## src/rtl/pw_lock_pkg.sv

```systemverilog
// Shared types, key codes and helpers for the digit-lock controller.
package pw_lock_pkg;

  typedef enum logic [2:0] {
    ST_IDLE    = 3'd0,
    ST_ENTRY   = 3'd1,
    ST_CHECK   = 3'd2,
    ST_OPEN    = 3'd3,
    ST_FAIL    = 3'd4,
    ST_LOCKOUT = 3'd5,
    ST_NEWPW   = 3'd6
  } pw_state_t;

  localparam logic [3:0] KEY_CLR = 4'hA;
  localparam logic [3:0] KEY_ENT = 4'hB;

  function automatic logic is_digit(input logic [3:0] code);
    return (code <= 4'd9);
  endfunction

  function automatic int unsigned max_u(input int unsigned a, input int unsigned b);
    return (a > b) ? a : b;
  endfunction

endpackage

```

## src/rtl/pw_timer.sv

```systemverilog
// Loadable down-counter with terminal-count flag; shared by OPEN and LOCKOUT.
module pw_timer #(
  parameter int unsigned W = 13
) (
  input  logic         clk,
  input  logic         rst,
  input  logic         load_i,
  input  logic [W-1:0] load_val_i,
  input  logic         en_i,
  output logic         tc_o
);

  localparam logic [W-1:0] ONE = W'(1);

  logic [W-1:0] cnt_q, cnt_d;

  // Load has priority; otherwise count down to zero and hold there.
  always_comb begin
    cnt_d = cnt_q;
    if (load_i) begin
      cnt_d = load_val_i;
    end else if (en_i && (cnt_q != '0)) begin
      cnt_d = cnt_q - ONE;
    end
  end

  // Counter register.
  always_ff @(posedge clk or posedge rst) begin
    if (rst) cnt_q <= '0;
    else     cnt_q <= cnt_d;
  end

  assign tc_o = (cnt_q == '0);

endmodule

```

## src/rtl/pw_lock_ctrl.sv

```systemverilog
// Digit-lock sequencing controller: key handling, compare, open, lockout, password change.
module pw_lock_ctrl
  import pw_lock_pkg::*;
#(
  parameter int unsigned DIGITS   = 4,
  parameter int unsigned MAX_FAIL = 3,
  parameter int unsigned OPEN_CYC = 1000,
  parameter int unsigned LOCK_CYC = 5000
) (
  input  logic       clk,
  input  logic       rst,
  input  logic       key_valid,
  input  logic [3:0] key_code,
  input  logic       chg_mode,
  input  logic       pw_match,
  output logic       digit_wr,
  output logic [2:0] digit_idx,
  output logic [3:0] digit_data,
  output logic       entry_clr,
  output logic       cmp_req,
  output logic       pw_load,
  output logic       door_open,
  output logic       alarm,
  output logic [2:0] fail_cnt,
  output logic [2:0] state
);

  localparam int unsigned    TW      = $clog2(max_u(OPEN_CYC, LOCK_CYC) + 1);
  localparam logic [TW-1:0]  OPEN_LD = TW'(OPEN_CYC - 1);
  localparam logic [TW-1:0]  LOCK_LD = TW'(LOCK_CYC - 1);
  localparam logic [3:0]     DIG_N   = 4'(DIGITS);
  localparam logic [2:0]     FAIL_N  = 3'(MAX_FAIL);

  pw_state_t   state_q, state_d;
  logic [3:0]  cnt_q, cnt_d;
  logic [2:0]  fail_q, fail_d, fail_inc;
  logic        wr_q, wr_d;
  logic [2:0]  idx_q, idx_d;
  logic [3:0]  data_q, data_d;
  logic        clr_q, clr_d;
  logic        cmp_q, cmp_d;
  logic        load_q, load_d;
  logic        door_q, door_d;
  logic        alarm_q, alarm_d;
  logic        pend_q, pend_d;
  logic        in_np;
  logic        tmr_load, tmr_en, tmr_tc;
  logic [TW-1:0] tmr_val;

  pw_timer #(.W(TW)) u_timer (
    .clk        (clk),
    .rst        (rst),
    .load_i     (tmr_load),
    .load_val_i (tmr_val),
    .en_i       (tmr_en),
    .tc_o       (tmr_tc)
  );

  assign tmr_en = (state_q == ST_OPEN) || (state_q == ST_LOCKOUT);

  // Next-state and registered-output computation.
  always_comb begin
    state_d  = state_q;
    cnt_d    = cnt_q;
    fail_d   = fail_q;
    wr_d     = 1'b0;
    idx_d    = idx_q;
    data_d   = data_q;
    clr_d    = 1'b0;
    load_d   = 1'b0;
    pend_d   = 1'b0;
    tmr_load = 1'b0;
    tmr_val  = '0;
    in_np    = (state_q == ST_NEWPW);
    fail_inc = (fail_q >= FAIL_N) ? FAIL_N : fail_q + 3'd1;
    case (state_q)
      ST_IDLE, ST_ENTRY, ST_NEWPW: begin
        // pend_q marks the cycle after pw_load, when the buffer is cleared and NEWPW exits
        if (in_np && pend_q) begin
          clr_d   = 1'b1;
          cnt_d   = '0;
          state_d = ST_IDLE;
        end else if (in_np && !chg_mode) begin
          clr_d   = 1'b1;
          cnt_d   = '0;
          state_d = ST_IDLE;
        end else if (key_valid) begin
          if (is_digit(key_code)) begin
            if (cnt_q < DIG_N) begin
              wr_d    = 1'b1;
              idx_d   = cnt_q[2:0];
              data_d  = key_code;
              cnt_d   = cnt_q + 4'd1;
              state_d = in_np ? ST_NEWPW : ST_ENTRY;
            end
          end else if (key_code == KEY_CLR) begin
            clr_d   = 1'b1;
            cnt_d   = '0;
            state_d = in_np ? ST_NEWPW : ST_IDLE;
          end else if (key_code == KEY_ENT) begin
            if (cnt_q == DIG_N) begin
              if (in_np) begin
                load_d = 1'b1;
                pend_d = 1'b1;
              end else begin
                state_d = ST_CHECK;
              end
            end else begin
              clr_d   = 1'b1;
              cnt_d   = '0;
              state_d = in_np ? ST_NEWPW : ST_FAIL;
            end
          end
        end
      end
      ST_CHECK: begin
        clr_d = 1'b1;
        cnt_d = '0;
        if (pw_match) begin
          fail_d   = '0;
          state_d  = ST_OPEN;
          tmr_load = 1'b1;
          tmr_val  = OPEN_LD;
        end else begin
          state_d = ST_FAIL;
        end
      end
      ST_FAIL: begin
        fail_d = fail_inc;
        if (fail_inc == FAIL_N) begin
          state_d  = ST_LOCKOUT;
          tmr_load = 1'b1;
          tmr_val  = LOCK_LD;
        end else begin
          state_d = ST_IDLE;
        end
      end
      ST_OPEN: begin
        if (chg_mode) begin
          clr_d   = 1'b1;
          cnt_d   = '0;
          state_d = ST_NEWPW;
        end else if (tmr_tc) begin
          state_d = ST_IDLE;
        end
      end
      ST_LOCKOUT: begin
        if (tmr_tc) begin
          fail_d  = '0;
          clr_d   = 1'b1;
          cnt_d   = '0;
          state_d = ST_IDLE;
        end
      end
      default: begin
        state_d = ST_IDLE;
        cnt_d   = '0;
      end
    endcase
    cmp_d   = (state_d == ST_CHECK);
    door_d  = (state_d == ST_OPEN) || (state_d == ST_NEWPW);
    alarm_d = (state_d == ST_LOCKOUT);
  end

  // State and output registers; entry_clr resets high so the buffer starts clear.
  always_ff @(posedge clk or posedge rst) begin
    if (rst) begin
      state_q <= ST_IDLE;
      cnt_q   <= '0;
      fail_q  <= '0;
      wr_q    <= 1'b0;
      idx_q   <= '0;
      data_q  <= '0;
      clr_q   <= 1'b1;
      cmp_q   <= 1'b0;
      load_q  <= 1'b0;
      door_q  <= 1'b0;
      alarm_q <= 1'b0;
      pend_q  <= 1'b0;
    end else begin
      state_q <= state_d;
      cnt_q   <= cnt_d;
      fail_q  <= fail_d;
      wr_q    <= wr_d;
      idx_q   <= idx_d;
      data_q  <= data_d;
      clr_q   <= clr_d;
      cmp_q   <= cmp_d;
      load_q  <= load_d;
      door_q  <= door_d;
      alarm_q <= alarm_d;
      pend_q  <= pend_d;
    end
  end

  assign digit_wr   = wr_q;
  assign digit_idx  = idx_q;
  assign digit_data = data_q;
  assign entry_clr  = clr_q;
  assign cmp_req    = cmp_q;
  assign pw_load    = load_q;
  assign door_open  = door_q;
  assign alarm      = alarm_q;
  assign fail_cnt   = fail_q;
  assign state      = state_q;

endmodule
```

## config.mk

```make
export PLATFORM = sky130hd
export DESIGN_NAME = pw_lock_ctrl
export DESIGN_NICKNAME = d
export VERILOG_FILES = /design/src/rtl/pw_lock_pkg.sv /design/src/rtl/pw_timer.sv /design/src/rtl/pw_lock_ctrl.sv
export SDC_FILE = /design/constraint.sdc
export NUM_CORES = 1
export LEC_CHECK = 0
export ABC_AREA = 1
export BUFFER_PORTS_ARGS = -buffer_cell sky130_fd_sc_hd__buf_2
export CAP_MARGIN = 20
export CORE_MARGIN = 2
export CORE_UTILIZATION = 60
export CTS_CLUSTER_DIAMETER = 120
export DETAILED_ROUTE_END_ITERATION = 16
export GPL_TIMING_DRIVEN = 0
export PLACE_DENSITY = 0.94
export SKIP_LAST_GASP = 1
export SLEW_MARGIN = 10
export SYNTH_ARGS = -nofsm -noshare
export SYNTH_HDL_FRONTEND = slang
export SYNTH_SLANG_ARGS = --single-unit
```

## constraint.sdc

```tcl
create_clock -name clk -period 2.85 [get_ports clk]
set_input_delay 0.1425 -clock clk [delete_from_list [all_inputs] [get_ports clk]]
set_output_delay 0.1425 -clock clk [all_outputs]
set_load 0.1 [all_outputs]
```

==> results of run 1 <==
how the worst max path moves through the flow:
stage                 from          endpoint  slack, ns  cells past startpoint
3_3_place_gp   fail_cnt[0]  u_timer.cnt_q[1]       0.97                      9
6_report       fail_cnt[0]         door_open       0.94                     12
5_1_grt        fail_cnt[0]         door_open       0.71                     12
2_1_floorplan  fail_cnt[0]  u_timer.cnt_q[1]       0.58                      9
4_1_cts        fail_cnt[0]  u_timer.cnt_q[4]       0.93                     10
3_5_place_dp   fail_cnt[0]         door_open       0.94                     12
worst register-to-register path: cells and delay by family, from the launching register on:
family | cells | cell delay, ns
buffers and inverters | 1 | 0.09
flip-flops | 1 | 0.43
AO/OA/AOI/OAI | 1 | 0.12
AND/OR/NAND/NOR | 8 | 0.81
adder cells (fa/ha/maj) | 2 | 0.38
state kept, by name, indices dropped and copies added (netlist names):
register,flops
digit_data,4
cmp_req,1
digit_wr,1
pend_q,1
cnt_q,4
alarm,1
digit_idx,3
state,3
entry_clr,1
u_timer.cnt_q,13
door_open,1
fail_cnt,3
power by group through the flow:
stage                     combinational (W)  sequential, W  clock [W]
after floorplan                   0.0000207       0.000520          0
after global placement            0.0000326       0.000521          0
after detailed placement          0.0000331       0.000520          0
after CTS                         0.0000346       0.000511   0.000291
after global routing              0.0000393       0.000511   0.000309
final                             0.0000337       0.000511   0.000284
metal layers:
layer  share of wire [%]  GRT usage [%]
met1                  46          30.89
met2                  46          38.43
met3                 5.2          5.893
met4                 2.5          9.511
met5                   0              0
cells in the mapped netlist:
cell type / count
nand2_1: 70
inv_1: 38
dfrtp_1: 35
nand3_1: 26
nor2_1: 24
o21ai_0: 14
o21ai_1: 8
ha_1: 5
a21oi_1: 4
nand2_2: 4
nand4_1: 4
nor2_4: 4
nor3_1: 4
buf_2: 3
nand3_2: 3
nor2_2: 3
xor2_1: 3
a21oi_2: 2
a31oi_1: 2
inv_2: 2
nand3b_1: 2
a21boi_0: 1
a22oi_1: 1
and3_1: 1
clkbuf_1: 1
dfstp_2: 1
inv_4: 1
nand2_4: 1
nand3_4: 1
nor2b_1: 1
nor4_1: 1
o211ai_1: 1
o21ai_2: 1
o21ai_4: 1
o311ai_0: 1
o32ai_1: 1
final cells by class:
cell class / instances / area, sq um / area share [%]
clock inverters: 2 / 10.01 / 0.4242
clock buffers: 6 / 51.30 / 2.174
multi-input cells: 194 / 1023 / 43.37
repair buffers: 27 / 140.1 / 5.938
flip-flops and latches: 36 / 902.1 / 38.23
inverters: 41 / 156.4 / 6.628
well taps: 46 / 57.56 / 2.439
plain buffers: 4 / 18.77 / 0.7953
stage by stage:
stage                     setup WS (ns)  cell area (sq um)  total power [W]  hold WS [ns]  util [%]
after global routing             0.7119               2360        0.0008588       0.05265     70.72
after global placement           0.9745               2288        0.0005531        0.3988     68.58
after CTS                        0.9321               2360        0.0008365       0.04279     70.72
final                            0.9365               2360        0.0008281       0.05583     70.72
after floorplan                  0.5825               2101        0.0005412        0.2593         -
after detailed placement         0.9412               2288        0.0005536        0.3116     68.58
logic make-up (layout without fill, tap and decap cells):
group | count (synthesis) | after routing
compound gates | 37 | 37
buf+inv | 45 | 80
xor+xnor | 3 | 3
flops | 36 | 36
simple gates | 149 | 149
fa+ha+maj | 5 | 5
what timing repair did:
action | 4_1_cts | 5_1_grt
hold endpoints to repair | 35 | 0
hold buffers | 1 | 0
gates resized for setup | 0 | 0
buffers inserted | 0 | 0
==> run_results.csv, run 1 <==
group,metric,value,unit
outcome,status,"finished, final reports clean",
pwr,switchingPower,0.0001908,W
worst_setup_path,worst-r2r-setup-slack,0.94,ns
grt,grt-ovfl-total,0,
pwr,vdd_ir_drop_max,247.8,uV
worst_setup_path,max_stage_delay,0.43,ns
finish,layout.cells.most_common,"nand2_1",
pwr,powerDensity,350.9,mW/mm^2
worst_setup_path,start_kind,"flip-flop",
worst_setup_path,path_common_cell,"nand2_1",
pwr,swShare,23.04,%
sta,slew_headroom,51.73,%
worst_setup_path,end_kind,"flip-flop",
clocking,clk_pin_slew,0.10,ns
sta,hold_violations,0,
floorplan,fp-row-count,21,
worst_setup_path,path_delay_family,"simple AND/OR/NAND/NOR gates",
synth,synth_compound_area_share,10.72,%
finish,drive_gt1_share,20.00,%
worst_setup_path,worst_r2r_endpoint,"door_open",
job,maxCapViolCount,0,
synth,synth_nets,289,
worst_setup_path,crit_fanout,5,
clocking,cts_tree,"done",
worst_setup_path,crit_chain,"ha_1 > ha_1 > nor2_1 > nand3_1 > nand2_1 > nor2_2 > inv_1 > o21ai_0 > nor2_1 > nand2_1 > nand2_1 > nand2_1",
sta,max_freq,522.6,MHz
pwr,intPower,0.0006373,W
finish,instances_no_fill,356,
detailed_routing,first_iter_violations,118,
floorplan,start_util,62.95,%
sta,fin_crit_sh,67.14,%
grt,grt_pass1_wl,7500,um
sta,fin_worst_skew,0.01091,ns
pwr,clkPwrFrac,34.3,%
detailed_routing,wire_per_inst,12.04,um
sta,setup_viol,0,
clocking,clock_sinks,36,
synth,ys_seq_area_share,42.94,%
grt,grt_pass1_vias,1733,
synth,synth_simple_gate_area_share,33.77,%
grt,grt_max_degree,37,
synth,synth_cells,275,
synth,synth_fa_ha_area_share,2.978,%
synth,syn_area,0.002101,sq mm
sta,rsz0062_at_grt,"false",
place,place.gp.congestion,0.9520,
floorplan,ios,28,
pwr,power_frac_comb,4.1,%
min_path,hold_start,"key_code[1]",
place,place_inst,347,
synth,yosys.cell_types.count,36,
worst_setup_path,reg2reg_depth,12,
finish,mostFrequentLayoutCells,"nand2_1, inv_1, dfrtp_1",
finish,fill_cells,280,
finish,n_antenna_cell,0,
place,hpwl,3311,um
synth,synth_xor_xnor_area_share,1.251,%
pwr,leakagePower,1.242,nW
floorplan,die_w,63.17,um
synth,synth_top_area_share,41.69,%
detailed_routing,drc_errors,0,
detailed_routing,wirelength,4288,um
clocking,cts_made_buffers,5,
worst_setup_path,path_class,"reg2reg",
synth,ys_seq_elements,36,
min_path,min_path_cells,3,
grt,antenna_found_initial,0,
floorplan,dieArea,0.003990,sq mm
synth,muxShareOfSynthArea,0,%
synth,avgSynthCellArea,7.639,sq um
sta,drv_slew,0,
min_path,hp-class,"in2reg",
synth,synth_top_family_by_area,"simple AND/OR/NAND/NOR gates",
worst_setup_path,slowest_stage,"dfrtp_1",
worst_setup_path,rr_startpoint,"fail_cnt[0]",
detailed_routing,via_count,1898,
floorplan,fp.dieH,63.17,um
place,numPortBuffers,26,
sta,tns,0,ns
pwr,seq_power_share,61.7,%
sta,tightest_slew,0.7230,ns
sta,period_minus_slack,1.914,ns
synth,yosys.area.top_type,"dfrtp_1",
finish,final_nets,323,
worst_setup_path,cp.required,3.09,ns
synth,synthTopCellsByArea,"dfrtp_1, nand2_1, inv_1, nand3_1, nor2_1",
floorplan,core,0.003337,sq mm
clocking,htreeDepth,2,
worst_setup_path,path_buf_inv,1,
finish,area_growth,12.33,%
synth,yosys_warnings,0,
clocking,cts-root-buf,"clkbuf_4",
grt,grt_use_total,23.80,%
clocking,worstSkewPairLatency,0.35,ns
worst_setup_path,crit_arrival,2.16,ns
min_path,hold_end,"digit_data[1]",
detailed_routing,first_pass_iters,4,
clocking,clock_path_buffers,2,
detailed_routing,post_drt_via_cell_ratio,5.331,
detailed_routing,detail-route-antenna-nets,0,
Power figures use the tool's default switching activity.
==> inputs of run 2 (changes only) <==
Settings changed: ABC_AREA 1 to 0, CORE_UTILIZATION 60 to 51, PLACE_DENSITY 0.94 to 0.86.
Clock period 2.85 ns to 1.6 ns, I/O delays scaled along.
==> run_results.csv, run 2 <==
group,metric,value,unit
clocking,worstSkewPairLatency,0.29,ns
floorplan,start_util,53.05,%
pwr,vdd_ir_drop_max,564.0,uV
detailed_routing,wire_per_inst,16.20,um
grt,grt_pass1_wl,7817,um
detailed_routing,via_count,1675,
floorplan,fp.dieH,65.95,um
floorplan,fp-row-count,22,
grt,busiest_layer,"met2",
clocking,cts-root-buf,"clkbuf_8",
floorplan,ios,28,
finish,largest_register_ff_count,13,
floorplan,dieArea,0.004349,sq mm
floorplan,core,0.003689,sq mm
job,maxCapViolCount,0,
worst_setup_path,start_kind,"flip-flop",
synth,synthTopCellsByArea,"dfrtp_1, xnor2_1, nand2_1, mux2_2, ha_1",
synth,synth_top_area_share,44.76,%
synth,syn_area,0.001957,sq mm
clocking,cts_tree,"done",
grt,grt_pass1_vias,1712,
sta,slew_headroom,51.10,%
synth,synth_cells,193,
synth,avgSynthCellArea,10.14,sq um
pwr,powerDensity,595.7,mW/mm^2
worst_setup_path,cp.required,1.79,ns
synth,dominantRegCellSynth,"dfrtp_1",
sta,rsz0062_at_grt,"true",
synth,synth.top_cells.by_count,"dfrtp_1, nand2_1, inv_1, nor2_1, xnor2_1",
finish,area_growth,35.36,%
grt,grt-ovfl-total,0,
finish,n_antenna_cell,0,
pwr,leakagePower,1.218,nW
finish,utilization,71.81,%
place,place.gp.congestion,0.8496,
sta,drv_slew,0,
worst_setup_path,slowest_stage,"or4b_4",
synth,ys_seq_elements,36,
finish,layout.cells.most_common,"buf_2",
finish,fill_cells,271,
outcome,failed_checks,"setup timing",
synth,yosys.area.top_type,"dfrtp_1",
finish,final_nets,258,
synth,synthArstFlopShare,100.0,%
synth,synth_enable_flop_cells,0,
synth,yosys.cell_types.count,54,
detailed_routing,wirelength,4747,um
synth,ys_seq_area_share,46.10,%
grt,grtUsageMet1,27.97,%
place,hpwl,2958,um
detailed_routing,first_iter_violations,96,
grt,met2_usage,40.78,%
worst_setup_path,crit_arrival,2.33,ns
worst_setup_path,end_kind,"flip-flop",
worst_setup_path,crit_chain,"inv_2 > ha_4 > or4b_4 > nor3_4 > nand2b_4 > or4_4 > a31o_1",
clocking,clk_pin_slew,0.07,ns
sta,hold_violations,0,
sta,setup_viol,33,
grt,grt_max_degree,37,
sta,tightest_slew,0.7325,ns
min_path,hp-class,"in2reg",
worst_setup_path,path_class,"reg2reg",
place,numPortBuffers,27,
finish,mostFrequentLayoutCells,"buf_2, dfrtp_1, nand2_1",
grt,grtUsageMet3,7.496,%
detailed_routing,first_pass_iters,4,
clocking,clock_sinks,36,
finish,regMostFlops,"u_timer.cnt_q",
clocking,clock_path_buffers,2,
sta,max_freq,468.3,MHz
floorplan,die_w,65.95,um
worst_setup_path,path_delay_family,"simple AND/OR/NAND/NOR gates",
synth,yosys_warnings,0,
detailed_routing,post_drt_via_cell_ratio,5.717,
synth,synth_most_common_cell,"dfrtp_1",
sta,tns,-11.70,ns
grt,grt_use_total,24.06,%
worst_setup_path,crit_fanout,3,
worst_setup_path,path_buf_inv,1,
outcome,status,"finished with violations",
sta,worst_slack,-0.5355,ns
grt,antenna_found_initial,0,
clocking,cts_made_buffers,5,
detailed_routing,drc_errors,0,
sta,period_minus_slack,2.135,ns
clocking,htreeDepth,2,
finish,drive_gt1_share,47.35,%
worst_setup_path,max_stage_delay,0.50,ns
synth,synth_nets,207,
sta,fin_crit_sh,133.5,%
detailed_routing,detail-route-antenna-nets,0,
sta,fin_worst_skew,0.004545,ns
run 2: changes by cell type after synthesis, moves of 9 or more:
| cell | previous run | this run |
|---|---|---|
| nand3_1 | 26 | 4 |
| nor2_1 | 24 | 14 |
| inv_1 | 38 | 14 |
| nand2_1 | 70 | 18 |
| xnor2_1 | 0 | 9 |
run 2: worst register-to-register path, cell delays in order (launching register included):
cell      delay (ns)
dfrtp_1         0.40
inv_2           0.08
ha_4            0.13
or4b_4          0.50
nor3_4          0.23
nand2b_4        0.08
or4_4           0.43
a31o_1          0.19
run 2: kinds of logic after synthesis:
group / count (synthesis) / synth area share [%]
adders and majority gates: 5 / 3.197
AOI/OAI and AO/OA: 34 / 12.85
xor gates and xnor gates: 10 / 4.476
buffers and inverters: 19 / 4.475
and+or+nand+nor: 80 / 23.91
muxes: 9 / 4.987
DFF: 36 / 46.10
run 2: area by class of cell:
| cell class | count | area [sq um] | area share (%) |
|---|---|---|---|
| Buffer | 3 | 26.28 | 0.9920 |
| Clock buffer | 7 | 76.32 | 2.881 |
| Clock inverter | 1 | 5.005 | 0.1889 |
| Inverter | 14 | 52.55 | 1.984 |
| Multi-Input combinational cell | 139 | 1219 | 46.01 |
| Sequential cell | 36 | 924.6 | 34.91 |
| Tap cell | 48 | 60.06 | 2.267 |
| Timing Repair Buffer | 45 | 285.3 | 10.77 |
run 2: path summary, 6_finish.rpt:
| path | startpoint | to | slack (ns) | depth (start not counted) |
|---|---|---|---|---|
| worst max-delay path | u_timer.cnt_q[1] | u_timer.cnt_q[12] | -0.54 | 7 |
| worst min-delay path | key_code[0] | digit_data[0] | 0.06 | 2 |
| max in group asynchronous | rst | state[1] | 0.60 | 3 |
| worst max register to register | u_timer.cnt_q[1] | u_timer.cnt_q[12] | -0.54 | 7 |
| worst min register to register | digit_data[0] | digit_data[0] | 0.51 | 1 |
| min in group asynchronous | rst | u_timer.cnt_q[6] | 0.46 | 3 |
run 2: repair_timing:
item / in CTS / in global routing
cloned: 2 / 0
pin swaps: 12 / 7
gates resized for setup: 23 / 11
hold buffers: 1 / 0
setup endpoints to repair: 35 / 34
hold endpoints to repair: 35 / 0
setup buffers: 12 / 4
run 2: metrics by stage:
step | area (sq um) | setup WS (ns) | hold WS [ns] | cells | total power [W]
after floorplan | 2101 | -0.3975 | 0.2305 | 193 | 0.0009501
after global placement | 2296 | -0.4963 | 0.3511 | 268 | 0.0009711
after detailed placement | 2296 | -0.5182 | 0.2472 | 268 | 0.0009731
after CTS | 2577 | -0.5106 | 0.04911 | 289 | 0.001600
after global routing | 2649 | -0.6492 | 0.07315 | 293 | 0.001636
final | 2649 | -0.5355 | 0.06207 | 293 | 0.001578
run 2: metal layers:
layer  vias to the layer above  part of all wire [%]
met2                        47                    53
met1                       828                    40
met4                         0                   2.6
met5                         -                     0
li1                        785                     -
met3                        15                   4.1
run 2: power breakdown:
group,switching [W],internal [W]
sequential,0,0.000910
combinational,0.0000357,0.0000134
clock,0.000314,0.000305
total,0.000350,0.00123
